**config.mk**
```make
export PLATFORM = sky130hd
export DESIGN_NAME = counter_share_arbiter_flat
export DESIGN_NICKNAME = d
export VERILOG_FILES = /design/src/rtl/counter_share_arbiter_if.sv /design/src/rtl/counter_share_arbiter.sv /design/src/flat_wrapper.sv
export SDC_FILE = /design/constraint.sdc
export NUM_CORES = 1
export LEC_CHECK = 0
export BUFFER_PORTS_ARGS = -buffer_cell sky130_fd_sc_hd__buf_2
export CORE_ASPECT_RATIO = 1.4
export CORE_UTILIZATION = 50
export CTS_CLUSTER_DIAMETER = 40
export CTS_CLUSTER_SIZE = 40
export DETAILED_ROUTE_END_ITERATION = 7
export GPL_TIMING_DRIVEN = 0
export PLACE_DENSITY = 0.8
export REMOVE_ABC_BUFFERS = 1
export SETUP_SLACK_MARGIN = 0.15
export SKIP_LAST_GASP = 1
export SLEW_MARGIN = 5
export SYNTH_ARGS = -nofsm -noshare
export SYNTH_HDL_FRONTEND = slang
export SYNTH_SLANG_ARGS = --single-unit
export TNS_END_PERCENT = 1
```
**constraint.sdc**
```tcl
create_clock -name clk -period 2.23 [get_ports clk]
set_input_delay 0.3345 -clock clk [delete_from_list [all_inputs] [get_ports clk]]
set_output_delay 0.3345 -clock clk [all_outputs]
set_load 0.005 [all_outputs]
```
**src/rtl/counter_share_arbiter_if.sv**
```systemverilog
// Bundle between the timing clients and the shared interval counter.
// Latency: none, wires only.
// Backpressure: none; clients hold req high until their done pulse, or drop it to abort.
//
// Signals:
//   tick  client -> arbiter  count enable
//   req   client -> arbiter  level request per requester
//   dur   client -> arbiter  per-requester duration, slice i = dur[i*WIDTH +: WIDTH]
//   grant arbiter -> client  one-hot owner, zero when idle
//   done  arbiter -> client  one-cycle completion pulse to the owner
//   busy  arbiter -> client  arbiter is not idle
//   count arbiter -> client  current counter value
interface counter_share_arbiter_if #(
    parameter int N_REQ = 4,
    parameter int WIDTH = 8
);
    logic                   tick;
    logic [N_REQ-1:0]       req;
    logic [N_REQ*WIDTH-1:0] dur;
    logic [N_REQ-1:0]       grant;
    logic [N_REQ-1:0]       done;
    logic                   busy;
    logic [WIDTH-1:0]       count;

    modport master (
        output tick, req, dur,
        input  grant, done, busy, count
    );

    modport slave (
        input  tick, req, dur,
        output grant, done, busy, count
    );
endinterface

```
**src/rtl/counter_share_arbiter.sv**
```systemverilog
// Round-robin sharing of one up-counting interval timer between N_REQ requesters.
// Latency: grant one cycle after req; done one cycle after the final tick, for dur+1 ticks.
// Backpressure: count holds on tick=0; dropping the owner's req aborts with no done pulse.
//
// Ports:
//   clk   rising-edge clock
//   rst   asynchronous active-low reset; outputs clear immediately
//   bus   counter_share_arbiter_if.slave: tick/req/dur in, grant/done/busy/count out
module counter_share_arbiter #(
    parameter int N_REQ = 4,
    parameter int WIDTH = 8
) (
    input  logic                   clk,
    input  logic                   rst,
    counter_share_arbiter_if.slave bus
);
    localparam int IW = (N_REQ > 1) ? $clog2(N_REQ) : 1;

    typedef enum logic [1:0] {
        IDLE = 2'd0,
        RUN  = 2'd1,
        DONE = 2'd2
    } state_t;

    state_t           state_q, state_d;
    logic [IW-1:0]    owner_q, owner_d;
    logic [IW-1:0]    ptr_q,   ptr_d;
    logic [WIDTH-1:0] limit_q, limit_d;
    logic [WIDTH-1:0] count_q, count_d;

    logic [WIDTH-1:0] dur_a [N_REQ];
    logic             pick_vld;
    logic [IW-1:0]    pick_idx;
    logic [IW-1:0]    cand;
    logic [IW-1:0]    owner_nxt;
    logic [N_REQ-1:0] owner_oh;

    for (genvar g = 0; g < N_REQ; g++) begin : g_dur
        assign dur_a[g] = bus.dur[g*WIDTH +: WIDTH];
    end

    // Cyclic search starting at ptr. Walking the offsets from the far end
    // down to zero lets the nearest asserted requester overwrite the rest.
    always_comb begin
        pick_vld = 1'b0;
        pick_idx = '0;
        cand     = '0;
        for (int k = N_REQ - 1; k >= 0; k--) begin
            if (int'(ptr_q) + k >= N_REQ) begin
                cand = IW'(int'(ptr_q) + k - N_REQ);
            end else begin
                cand = IW'(int'(ptr_q) + k);
            end
            if (bus.req[cand]) begin
                pick_vld = 1'b1;
                pick_idx = cand;
            end
        end
    end

    // Round-robin pointer moves past whoever just released the counter.
    assign owner_nxt = (owner_q == IW'(N_REQ - 1)) ? '0 : owner_q + 1'b1;

    always_comb begin
        state_d = state_q;
        owner_d = owner_q;
        ptr_d   = ptr_q;
        limit_d = limit_q;
        count_d = count_q;
        unique case (state_q)
            IDLE: begin
                if (pick_vld) begin
                    state_d = RUN;
                    owner_d = pick_idx;
                    limit_d = dur_a[pick_idx];
                    count_d = '0;
                end
            end
            RUN: begin
                // Abort wins over tick; the interval is dropped without done.
                if (!bus.req[owner_q]) begin
                    state_d = IDLE;
                    ptr_d   = owner_nxt;
                end else if (bus.tick) begin
                    // Comparing before incrementing keeps count <= limit, so
                    // dur = all-ones never wraps.
                    if (count_q >= limit_q) begin
                        state_d = DONE;
                    end else begin
                        count_d = count_q + 1'b1;
                    end
                end
            end
            DONE: begin
                // req is not looked at here, so the owner cannot be re-granted
                // before the pointer has moved on.
                state_d = IDLE;
                ptr_d   = owner_nxt;
            end
            default: begin
                state_d = IDLE;
            end
        endcase
    end

    always_ff @(posedge clk or negedge rst) begin
        if (!rst) begin
            state_q <= IDLE;
            owner_q <= '0;
            ptr_q   <= '0;
            limit_q <= '0;
            count_q <= '0;
        end else begin
            state_q <= state_d;
            owner_q <= owner_d;
            ptr_q   <= ptr_d;
            limit_q <= limit_d;
            count_q <= count_d;
        end
    end

    // Outputs come straight from registers so an async reset clears them at once.
    assign owner_oh  = {{(N_REQ-1){1'b0}}, 1'b1} << owner_q;
    assign bus.grant = (state_q != IDLE) ? owner_oh : '0;
    assign bus.done  = (state_q == DONE) ? owner_oh : '0;
    assign bus.busy  = (state_q != IDLE);
    assign bus.count = count_q;
endmodule

```
**src/flat_wrapper.sv**
```systemverilog
// flat-port wrapper written by rule: the top's interface ports become plain ports
module counter_share_arbiter_flat 
#(
    parameter int N_REQ = 4,
    parameter int WIDTH = 8
)
  (clk, rst, bus_tick, bus_req, bus_dur, bus_grant, bus_done, bus_busy, bus_count);
  counter_share_arbiter_if #(.N_REQ(N_REQ), .WIDTH(WIDTH)) bus_i ();
  input  logic clk;
  input  logic rst;
  input wire logic [$bits(bus_i.tick)-1:0] bus_tick;
  input wire logic [$bits(bus_i.req)-1:0] bus_req;
  input wire logic [$bits(bus_i.dur)-1:0] bus_dur;
  output wire logic [$bits(bus_i.grant)-1:0] bus_grant;
  output wire logic [$bits(bus_i.done)-1:0] bus_done;
  output wire logic [$bits(bus_i.busy)-1:0] bus_busy;
  output wire logic [$bits(bus_i.count)-1:0] bus_count;
  assign bus_i.tick = bus_tick;
  assign bus_i.req = bus_req;
  assign bus_i.dur = bus_dur;
  assign bus_grant = bus_i.grant;
  assign bus_done = bus_i.done;
  assign bus_busy = bus_i.busy;
  assign bus_count = bus_i.count;
  counter_share_arbiter #(.N_REQ(N_REQ), .WIDTH(WIDTH)) u_core (.clk(clk), .rst(rst), .bus(bus_i));
endmodule
```
# [After elaboration in Yosys (flattened, before gate mapping)]
# Cells that the tools add are included.
[op_classes] addsub=9 n_lt_le_gt_ge=11 eq_ne=10 shift=1 muxes=40 n_bitwise=1 reduce_logical=8
[ops] op="8-bit two-way mux" n=6
[ops] op="2-bit two-way mux" n=14
[ops] op="8-bit binary-select mux with 2-bit select" n=1
[ops] op="8-bit case mux with 2 select lines" n=1
[ops] op="2-bit by 3-bit less-than comparator with 1-bit output (second input constant)" n=5
[ops] op="3-bit greater-or-equal comparator (second input constant)" n=4
[ops] op="1-bit binary-select mux with 2-bit select" n=5
[ops] op="1-bit two-way mux" n=9
[ops] op="8-bit by 1-bit adder with 8-bit output (second input constant)" n=1
[ops] op="8-bit greater-or-equal comparator" n=1
[ops] op="4-bit two-way mux" n=2
[ops] op="2-bit case mux with 2 select lines" n=2
[ops] op="2-bit by 1-bit subtractor with 2-bit output (second input constant)" n=4
[ops] op="2-bit by 2-bit adder with 3-bit output (second input constant)" n=2
[ops] op="2-bit inequality test (second input constant)" n=3
[ops] op="3-bit inequality test (second input constant)" n=2
[ops] op="2-bit nonzero test" n=3
[ops] op="5-bit AND reduction" n=1
[ops] op="2-bit equality test (second input constant)" n=2
[ops] op="2-bit by 1-bit inequality test with 1-bit output (second input constant)" n=2
[ops] op="2-bit AND reduction" n=2
[ops] op="1-bit by 2-bit << shifter with 4-bit output (first input constant)" n=1
[ops] op="2-bit by 1-bit adder with 3-bit output (second input constant)" n=1
[ops] op="2-bit by 3-bit greater-or-equal comparator with 1-bit output (second input constant)" n=1
[ops] op="5 further kinds" n=5
[word_totals] reg_bits=22 in_bits=39

# [Depth between registers and ports, before layout]
# Gate-level depths: netlist (run 1).
[depth] word_depth=13 mapped_depth=7 depth_no_buf=7

# [Worst setup path before layout (run 1)]
# No wires, ideal clock.
[synth_path] kind="register -> register" startpoint="register u_core.count_q[2] (netlist: u_core.bus.count[2])" endpoint="register u_core.count_q[6] (netlist: u_core.bus.count[6])" t_arrival_ns=1.778 setup_slack_ns=0.373 stages_incl_launch_ff=7 period_less_slack_ns=1.857 cell_sequence="dfrtp_1 -> ha_1 -> a21oi_1 -> o21ai_0 -> a21oi_1 -> and4_1 -> mux2i_1"
[synth_between] elab_chain_len=5 word_cells_on_any_way=8
[synth_lines] item="from (decl)" line="counter_share_arbiter.sv:29" text="logic [WIDTH-1:0] count_q, count_d;"
[synth_lines] item="from (signal assigned)" line="counter_share_arbiter.sv:118" text="count_q <= count_d;"
[synth_lines] item="8-bit by 1-bit adder with 8-bit output" line="counter_share_arbiter.sv:90" text="count_d = count_q + 1'b1;"
[synth_lines] item="8-bit two-way mux" line="counter_share_arbiter.sv:87" text="if (count_q >= limit_q) begin"
[synth_lines] item="8-bit two-way mux" line="counter_share_arbiter.sv:84" text="end else if (bus.tick) begin"
[synth_lines] item="8-bit two-way mux" line="counter_share_arbiter.sv:81" text="if (!bus.req[owner_q]) begin"
[synth_lines] item="8-bit case mux with 2 select lines" line="counter_share_arbiter.sv:70" text="unique case (state_q)"
# Parallel ways exist; a longest one is shown, timed or not. The select of a mux whose other input is x is not followed.
# A chain may end at the register's enable or synchronous reset.

# [Worst setup path in the final report (run 1)]
[layout_path] startpoint="register u_core.count_q[7] (netlist: u_core.bus.count[7])" endpoint="register u_core.count_q[5] (netlist: u_core.bus.count[5])"
[layout_between] elab_chain_len=3
[layout_lines] item="8-bit greater-or-equal comparator" line="counter_share_arbiter.sv:87"
[layout_lines] item="2-bit inequality test (no line)"
[layout_lines] item="5-bit AND reduction (no line)"
# Every way passes these cells.

==> metrics.csv, run 1 <==
metric,value,unit
status,"complete, no violations",
clockBufferDepth,2,
cp-end-kind,flip-flop,
synth_warnings,0,
synthCells,157,
yosysSeqAreaShare,33.3,%
slew_headroom,67.2,%
hpwlAfterDp,2770,um
maxSlewViolCount,0,
synthesis.area,0.00165,sq mm
max_stage_delay,0.42,ns
grt_max_degree,23,
layout.nets,267,
die_x,50.6,um
grt_pass1_wl,6160,um
h-tree-depth,1,
post_drt_wl_per_cell,14.2,um
clk_pin_slew,0.08,ns
ys_types,39,
cts_tree,built,
track_usage,22.4,%
required,2.36,ns
via_count,1469,
power,2.03,mW
min_path_type,primary input to async pin,
hold_violations,0,
drtAntennaViolNets,0,
core_area,0.00312,sq mm
fillers,266,
ff_latch_area,552,sq um
tightest_slew,0.492,ns
start_util,52.9,%
setup_viol,0,
powerDensity,993,mW/mm^2
rsz0062_at_grt,true,
drt_iter0_drc,44,
portBuffers,55,
std_cell_rows,24,
syn_to_final_growth,23.5,%
slowest_stage,dfrtp_1,
num_io_pins,56,
grt_overflow,0,
finalClockSkew,0.00339,ns
ctsHoldBuffers,0,
grt_pass1_vias,1452,
wl,3590,um
worst-endpoint-arrival,2.13,ns
antenna_found_initial,0,
die-area,0.00354,sq mm
cts_setup_buffers,0,
multiInputGateArea,0.00107,sq mm
fmax,0.500,GHz
min_period,2.00,ns
clkSinkCount,22,
drv_cap,0,
drive_gt1_share,41.3,%
gp_congestion,0.903,
avgSynthCellArea,10.5,sq um
start_kind,flip-flop,
cts_root_buf,clkbuf_8,
die-height,70.0,um
drcViolationCount,0,
num_antenna_cells,0,
routed_via_density,5.83,
drt_first_pass_iters,4,
clk_latency,0.26,ns
fin_crit_sh,89.6,%
ir_drop,0.000614,V
leakage,1.03,nW
path_class,flip-flop to flip-flop,
finalInstanceArea,0.00204,sq mm
synth_seq_cells,22,
cp_cell_sequence,ha_1 -> a21oi_2 -> nand4_1 -> a2111oi_2 -> xnor2_1 -> nor2_1,
worstPathMaxFanout,4,
dpl_cell_area,0.00197,sq mm
numCtsBuffers,3,
-- cells in the final DEF (no fill, tap or decap), types with 2 or more instances in the layout --
| cell | instances |
|---|---|
| buf_2 | 55 |
| dfrtp_1 | 21 |
| inv_1 | 13 |
| nand2_1 | 13 |
| ha_1 | 13 |
| nor2_1 | 10 |
| nor2b_1 | 9 |
| mux4_2 | 9 |
| nand3_1 | 5 |
| o21ai_0 | 5 |
| mux2_4 | 5 |
| and2_1 | 4 |
| a21oi_1 | 4 |
| mux2_2 | 4 |
| mux2i_1 | 3 |
| nand4_1 | 3 |
| xnor2_1 | 3 |
| clkbuf_8 | 3 |
| a21oi_2 | 2 |
| nand2b_1 | 2 |
| a21oi_4 | 2 |
| a31oi_1 | 2 |
| and3_1 | 2 |
| and4_1 | 2 |
| a2111oi_2 | 2 |
-- where the power goes --
part / leakage, nW / internal (mW) / switching [mW]
Sequential: 0.276 / 0.536 / 0.131
Combinational: 0.727 / 0.552 / 0.562
Clock: 0.0216 / 0.121 / 0.123
-- metrics by stage --
step                utilization, %  instances  hold slack [ns]  setup WS, ns  setup TNS (ns)
detailed placement            63.0        249            0.324        -0.186           -1.15
global placement              63.0        249            0.314        -0.148          -0.887
global route                  65.3        252           0.0712         0.107               0
finish                        65.3        252           0.0186         0.231               0
floorplan                        -        155           0.0389         0.199               0
CTS                           64.5        252           0.0431        0.0744               0
-- logic make-up after synthesis --
group | count (synthesis) | synth area share [%]
AOI/OAI and AO/OA | 28 | 13.5
xor gates and xnor gates | 3 | 1.59
adders and majority gates | 13 | 9.84
buffers and inverters | 16 | 3.71
DFF | 22 | 33.3
muxes | 21 | 21.3
and+or+nand+nor | 54 | 16.7
-- routing by layer --
metal  track usage (%)  vias up  part of all wire [%]
met2              41.5       50                    55
met5                 0        -                     0
met4              7.41        0                   1.1
met3              2.61        6                   4.2
li1                  -      687                     -
met1              25.8      726                    40
-- path summary, 6_finish.rpt --
path | depth (start not counted) | to | startpoint | slack (ns)
min in group clk | 4 | u_core.state_q[1] | bus_tick | 0.47
min reg2reg | 1 | u_core.limit_q[4] | u_core.limit_q[4] | 0.51
max in group asynchronous | 1 | u_core.bus.count[0] | rst | 1.85
min | 1 | u_core.bus.count[4] | rst | 0.02
max reg2reg | 6 | u_core.bus.count[5] | u_core.bus.count[7] | 0.23
max | 6 | u_core.bus.count[5] | u_core.bus.count[7] | 0.23
-- flip-flops by register name, summed over array words and instances (netlist names) --
| register | cells |
|---|---|
| u_core.state_q | 2 |
| u_core.limit_q | 8 |
| u_core.ptr_q | 2 |
| u_core.bus.count | 8 |
| u_core.owner_q | 2 |
-- timing repair --
action	in CTS	in global routing
pin swaps	0	1
hold endpoints to repair	0	0
endpoints found under the setup margin	17	14
gates resized for setup	1	8
-- Yosys cell counts --
| cell type | number | area, sq um |
|---|---|---|
| inv_2 | 1 | 3.75 |
| mux2_2 | 4 | 45.0 |
| buf_2 | 1 | 5.00 |
| nor2b_1 | 9 | 56.3 |
| o21bai_1 | 1 | 7.51 |
| clkbuf_1 | 1 | 3.75 |
| nand3_1 | 5 | 25.0 |
| nand2_2 | 1 | 6.26 |
| a21oi_4 | 1 | 16.3 |
| o2111ai_1 | 1 | 8.76 |
| mux4_2 | 9 | 203 |
| a2111oi_1 | 1 | 10.0 |
| a32o_1 | 1 | 10.0 |
| and3_1 | 2 | 12.5 |
| o32a_1 | 1 | 10.0 |
| a211o_1 | 1 | 8.76 |
| nand2b_1 | 2 | 12.5 |
| a41o_1 | 1 | 10.0 |
| a31oi_1 | 2 | 12.5 |
| nand2_1 | 13 | 48.8 |
| xnor2_1 | 3 | 26.3 |
| o211ai_1 | 1 | 7.51 |
| nand4_1 | 3 | 18.8 |
| nor3_1 | 1 | 5.00 |
| nor3b_1 | 1 | 7.51 |
| a2111oi_2 | 1 | 15.0 |
| mux2_4 | 5 | 75.1 |
| inv_1 | 13 | 48.8 |
| ha_1 | 13 | 163 |
| and2_1 | 4 | 25.0 |
| o221ai_4 | 1 | 26.3 |
| dfrtp_1 | 22 | 551 |
| nor2_1 | 11 | 41.3 |
| o21ai_0 | 6 | 30.0 |
| a21o_1 | 1 | 7.51 |
| a211oi_1 | 1 | 7.51 |
| and4_1 | 2 | 17.5 |
| a21oi_1 | 7 | 35.0 |
| mux2i_1 | 3 | 30.0 |
-- worst max-delay path, delay by kind of cell (launching register included) --
kind                     cells  cell delay [ns]
AO/OA/AOI/OAI                2             0.67
flip-flops                   1             0.42
adder cells (fa/ha/maj)      1             0.37
AND/OR/NAND/NOR              2             0.24
XOR/XNOR                     1             0.17
-- layout make-up --
class	instances	share of cell area, %
clock buffers	3	2.02
inverters	14	2.58
repair buffers	55	13.5
well taps	39	2.39
flip-flops and latches	22	27.0
multi-input cells	119	52.5
Power figures use the tool's default switching activity.
==> run 2, diff against run 1 <==
--- a/config.mk
+++ b/config.mk
@@ -15,6 +15,7 @@
 export PLACE_DENSITY = 0.8
 export REMOVE_ABC_BUFFERS = 1
 export SETUP_SLACK_MARGIN = 0.15
+export SKIP_CTS_REPAIR_TIMING = 1
 export SKIP_LAST_GASP = 1
 export SLEW_MARGIN = 5
 export SYNTH_ARGS = -nofsm -noshare
==> constraint.sdc (replaced) <==
create_clock -name clk -period 1.85 [get_ports clk]
set_input_delay 0.185 -clock clk [delete_from_list [all_inputs] [get_ports clk]]
set_output_delay 0.185 -clock clk [all_outputs]
set_load 0.005 [all_outputs]
==> run 2 against run 1 <==
The run now ends with negative setup slack left. First-iteration DRC count down 18%. Sequential power up 20%. Clock skew is 0.0019 ns higher. Combinational power increased by 30%. Global-route usage stayed put. Critical path depth is the same. Die area did not move.
==> metrics.csv, run 2 (synthesis gave the netlist of run 1 again) <==
metric,value,unit,change
antenna_found_initial,0,,unchanged
rsz0062_at_grt,true,,
core_area,0.00312,sq mm,unchanged
routed_via_density,5.80,,-0.44%
power_frac_seq,31.6,%,-1.3 points
slowest_stage,dfrtp_1,,
track_usage,22.4,%,unchanged
path_class,flip-flop to flip-flop,,
drt_first_pass_iters,4,,unchanged
power,2.54,mW,+25%
grt_pass1_vias,1452,,unchanged
cp_cell_sequence,ha_1 -> a21oi_2 -> nand4_1 -> a2111oi_4 -> xnor2_1 -> nor2_1,,
ir_drop,0.000746,V,+21%
grt_max_degree,23,,unchanged
die-height,70.0,um,unchanged
tightest_slew,0.514,ns,+0.0221 ns
grt.busiest_layer,met2,,
drtAntennaViolNets,0,,unchanged
clk_latency,0.26,ns,about the same
h-tree-depth,1,,unchanged
met2_usage,41.5,%,unchanged
layout.nets,270,,+1.1%
min_path_type,primary input to flip-flop,,
setup_viol,17,,+17
max_stage_delay,0.43,ns,about the same
std_cell_rows,24,,unchanged
combPwrFrac,56.7,%,+1.7 points
use_met3,2.61,%,unchanged
crit_buf_inv,0,,unchanged
min_period,2.03,ns,+0.0310 ns
drcViolationCount,0,,unchanged
use_met1,25.8,%,unchanged
start_util,52.9,%,unchanged
switching_share,40.5,%,+0.16 points
hpwlAfterDp,2770,um,unchanged
finalClockSkew,0.00529,ns,+0.00191 ns
dp_cells,249,,unchanged
place_ws,-0.566,ns,-0.380 ns
die_x,50.6,um,unchanged
finalCoreUtilization,67.4,%,+2.1 points
cp-end-kind,flip-flop,,
syn_to_final_growth,27.4,%,
num_io_pins,56,,unchanged
fin_crit_sh,110,%,+20 points
status,"finished, violations left",,
drv_cap,0,,unchanged
numCtsBuffers,3,,unchanged
cts_root_buf,clkbuf_8,,
final_common_cell,buf_2,,
clockBufferDepth,2,,unchanged
fillers,258,,-3.0%
power.switching,1.03,mW,+26%
slew_headroom,65.6,%,-1.5 points
worst-endpoint-arrival,2.16,ns,+0.03 ns
maxSlewViolCount,0,,unchanged
violations,negative setup slack,,
leakage,1.04,nW,+1.8%
cts_tree,built,,
hold_violations,0,,unchanged
required,1.98,ns,-0.38 ns
post_drt_wl_per_cell,14.8,um,+3.8%
drt_iter0_drc,36,,-18%
top_regs,"u_core.bus.count (8), u_core.limit_q (8)",,
timing.hold.ws,0.320,ns,+0.301 ns
gp_congestion,0.903,,unchanged
fmax,0.493,GHz,-1.5%
fin_ws,-0.180,ns,-0.411 ns
portBuffers,55,,unchanged
grt_pass1_wl,6160,um,unchanged
grt_overflow,0,,unchanged
die-area,0.00354,sq mm,unchanged
fin_cells,255,,+1.2%
via_count,1480,,+0.75%
num_antenna_cells,0,,unchanged
clk_pin_slew,0.08,ns,about the same
crit_family,compound AO/OA/AOI/OAI gates,,
ff_latch_area,553,sq um,+0.23%
worstPathMaxFanout,4,,unchanged
start_kind,flip-flop,,
drive_gt1_share,43.1,%,+1.7 points
clkSinkCount,22,,unchanged
final_cell_mix,"buf_2, dfrtp_1, inv_1, nand2_1, ha_1",,
power_frac_clock,11.7,%,-0.3 points
wl,3770,um,+5.0%
powerDensity,1200,mW/mm^2,+21%
intPower,1.51,mW,+25%
multiInputGateArea,0.00110,sq mm,+2.5%
## run 2: worst register-to-register path: stages, from the launching register on
cell,delay [ns]
dfrtp_1,0.43
ha_1,0.36
a21oi_2,0.24
nand4_1,0.27
a2111oi_4,0.35
xnor2_1,0.17
nor2_1,0.07
## run 2: routing by layer
metal / routed length [um] / share of wire [%]
met5: 0 / 0
met4: 51 / 1.4
met3: 136 / 3.6
met2: 2070 / 55
met1: 1510 / 40
## run 2: final cells by class
type	instances	share of cell area, %
inverter	14	2.50
sequential	22	26.3
clock buffer	3	1.96
multi-input combinational	119	52.1
tap	39	2.32
timing repair buffer	58	14.9
## run 2: power groups by stage
stage	Clock, mW	Sequential (mW)	Combinational [mW]
after global placement	0	0.800	1.24
final	0.297	0.801	1.44
after global routing	0.315	0.826	1.58
after detailed placement	0	0.808	1.29
after CTS	0.297	0.800	1.30
after floorplan	0	0.767	0.989
## run 2: through the flow
step | TNS [ns] | instance area [sq um]
detailed placement | -7.13 | 1970
finish | -1.11 | 2110
CTS | -7.40 | 2010
floorplan | -1.27 | 1640
global placement | -6.47 | 1970
global route | -2.52 | 2110
## run 2: worst paths after layout
| kind | from | endpoint | slack [ns] | depth (start not counted) |
|---|---|---|---|---|
| min in group asynchronous | rst | u_core.bus.count[4] | 0.41 | 2 |
| worst min-delay path | bus_tick | u_core.state_q[1] | 0.32 | 4 |
| worst max register to register | u_core.bus.count[7] | u_core.bus.count[3] | -0.18 | 6 |
| worst max-delay path | u_core.bus.count[7] | u_core.bus.count[3] | -0.18 | 6 |
| max in group asynchronous | rst | u_core.bus.count[0] | 1.08 | 2 |
| worst min register to register | u_core.limit_q[4] | u_core.limit_q[4] | 0.52 | 1 |
==> run 3, diff against run 2 <==
--- a/config.mk
+++ b/config.mk
@@ -7,12 +7,12 @@
 export LEC_CHECK = 0
 export BUFFER_PORTS_ARGS = -buffer_cell sky130_fd_sc_hd__buf_2
 export CORE_ASPECT_RATIO = 1.4
-export CORE_UTILIZATION = 50
+export CORE_UTILIZATION = 45
 export CTS_CLUSTER_DIAMETER = 40
 export CTS_CLUSTER_SIZE = 40
 export DETAILED_ROUTE_END_ITERATION = 7
 export GPL_TIMING_DRIVEN = 0
-export PLACE_DENSITY = 0.8
+export PLACE_DENSITY = 0.73
 export REMOVE_ABC_BUFFERS = 1
 export SETUP_SLACK_MARGIN = 0.15
 export SKIP_CTS_REPAIR_TIMING = 1
==> run 3 against run 2 <==
The flow still finishes with violations (negative setup slack). First-iteration DRC count increased by 58%. Clock skew decreased by 0.0036 ns. Combinational power increased by 4%. Cell area increased by 4.4%. Flip-flop and latch count unchanged. Worst setup slack improved by 0.16 ns. Critical endpoint is now u_core.bus.count[5]. Total power increased by 4.6%.
==> metrics.csv, run 3 (synthesis gave the netlist of run 1 again) <==
metric,value,unit,change
status,"finished, violations left",,
violations,negative setup slack,,
post_drt_wl_per_cell,14.2,um,-4.0%
worst-endpoint-arrival,2.00,ns,-0.16 ns
timing.hold.ws,0.312,ns,-0.00779 ns
num_io_pins,56,,unchanged
place_ws,-0.313,ns,+0.253 ns
clk_latency,0.26,ns,about the same
fmax,0.535,GHz,+8.6%
drv_cap,0,,unchanged
cts_tree,built,,
crit_buf_inv,1,,+1
reg2reg_from,u_core.bus.count[7],,
cp_cell_sequence,ha_4 -> a21oi_2 -> nand4_1 -> buf_4 -> a2111oi_4 -> xnor2_1 -> nor2_1,,
gp_congestion,0.852,,-5.6%
ir_drop,0.000770,V,+3.3%
hold_violations,0,,unchanged
final_common_cell,buf_2,,
hpwlAfterDp,2800,um,+0.84%
power_frac_seq,30.2,%,-1.4 points
cp-end-kind,flip-flop,,
die_x,53.2,um,+5.2%
crit_family,flip-flops,,
syn_to_final_growth,33.0,%,
finalClockSkew,0.00172,ns,-0.00358 ns
fillers,282,,+9.3%
max_stage_delay,0.44,ns,about the same
grt_max_degree,23,,unchanged
drcViolationCount,0,,unchanged
required,1.98,ns,about the same
numCtsBuffers,3,,unchanged
via_count,1438,,-2.8%
worstPathMaxFanout,4,,unchanged
min_period,1.87,ns,-0.161 ns
tightest_slew,0.495,ns,-0.0193 ns
grt_pass1_vias,1368,,-5.8%
slowest_stage,dfrtp_1,,
clkSinkCount,22,,unchanged
num_antenna_cells,0,,unchanged
switching_share,39.8,%,-0.65 points
grt_overflow,0,,unchanged
min_path_type,primary input to flip-flop,,
combPwrFrac,56.7,%,about the same
cts_root_buf,clkbuf_8,,
layout.nets,273,,+1.1%
std_cell_rows,25,,+4.2%
setup_viol,10,,-7
leakage,1.07,nW,+2.5%
die-area,0.00392,sq mm,+11%
hold_path_end,u_core.state_q[1],,
drt_iter0_drc,57,,+58%
startpoint,u_core.bus.count[7],,
r2r-end,u_core.bus.count[5],,
routed_via_density,5.53,,-4.7%
wl,3680,um,-2.2%
drtAntennaViolNets,0,,unchanged
drive_gt1_share,45.9,%,+2.9 points
fin_ws,-0.0189,ns,+0.161 ns
drt_first_pass_iters,4,,unchanged
rsz0062_at_grt,true,,
min_from,bus_tick,,
power.switching,1.06,mW,+2.9%
h-tree-depth,1,,unchanged
maxSlewViolCount,0,,unchanged
intPower,1.60,mW,+5.7%
clockBufferDepth,2,,unchanged
portBuffers,55,,unchanged
slew_headroom,66.9,%,+1.3 points
antenna_found_initial,0,,unchanged
min_path_cells,4,,unchanged
power_frac_clock,13.1,%,+1.4 points
reg2reg_slack,-0.02,ns,+0.16 ns
clk_pin_slew,0.08,ns,about the same
core_area,0.00344,sq mm,+10%
top_regs,"u_core.bus.count (8), u_core.limit_q (8)",,
reg2regPathDepth,7,,+1
start_util,48.0,%,-4.9 points
powerDensity,1210,mW/mm^2,+0.18%
final_cell_mix,"buf_2, dfrtp_1, inv_1, nand2_1, ha_1",,
track_usage,19.6,%,-2.8 points
fin_crit_sh,101,%,-8.7 points
grt_pass1_wl,5740,um,-6.8%
start_kind,flip-flop,,
die-height,73.7,um,+5.3%
path_class,flip-flop to flip-flop,,
run 3: final cells by class:
class                      instances  area [sq um]  area share [%]
multi-input combinational        119          1150            52.5
tap                               40          50.0            2.28
clock buffer                       4          55.1            2.50
timing repair buffer              61           335            15.3
sequential                        22           552            25.1
inverter                          14          52.6            2.39
run 3: how the worst max path moves through the flow:
| stage | to | slack (ns) | cells after the start |
|---|---|---|---|
| floorplan | u_core.limit_q[0] | -0.18 | 4 |
| global placement | u_core.limit_q[0] | -0.61 | 4 |
| detailed placement | u_core.bus.count[6] | -0.31 | 7 |
| CTS | u_core.bus.count[6] | -0.33 | 7 |
| global route | u_core.bus.count[5] | -0.15 | 7 |
| finish | u_core.bus.count[5] | -0.02 | 7 |
run 3: through the flow:
| step | TNS (ns) | power (mW) | util (%) | instance area (sq um) | instances |
|---|---|---|---|---|---|
| 4_1_cts | -3.42 | 2.43 | 58.9 | 2030 | 254 |
| 2_1_floorplan | -1.27 | 1.76 | - | 1640 | 155 |
| 5_1_grt | -1.48 | 2.87 | 63.9 | 2200 | 260 |
| 3_5_place_dp | -3.12 | 2.08 | 57.3 | 1970 | 250 |
| 6_report | -0.0740 | 2.65 | 63.9 | 2200 | 260 |
| 3_3_place_gp | -7.85 | 2.05 | 57.2 | 1970 | 250 |
run 3: metal layers:
metal  vias up  global-route usage, %  wire length (um)
met1       692                   22.4              1460
met4         0                   6.14                47
li1        697                      -                 -
met3         7                   2.69               155
met2        42                   36.3              2020
met5         -                      0                 0
run 3: tightest hold or removal path, cell delays in order:
cell and delay, ns:
buf_2 0.12, inv_1 0.06, a31oi_1 0.05, nor2b_1 0.12
run 3: power by group through the flow:
stage | logic, mW | clock network (mW) | registers (mW)
3_3_place_gp | 1.25 | 0 | 0.802
5_1_grt | 1.66 | 0.374 | 0.828
6_report | 1.50 | 0.347 | 0.802
3_5_place_dp | 1.27 | 0 | 0.810
2_1_floorplan | 0.989 | 0 | 0.767
4_1_cts | 1.28 | 0.353 | 0.800
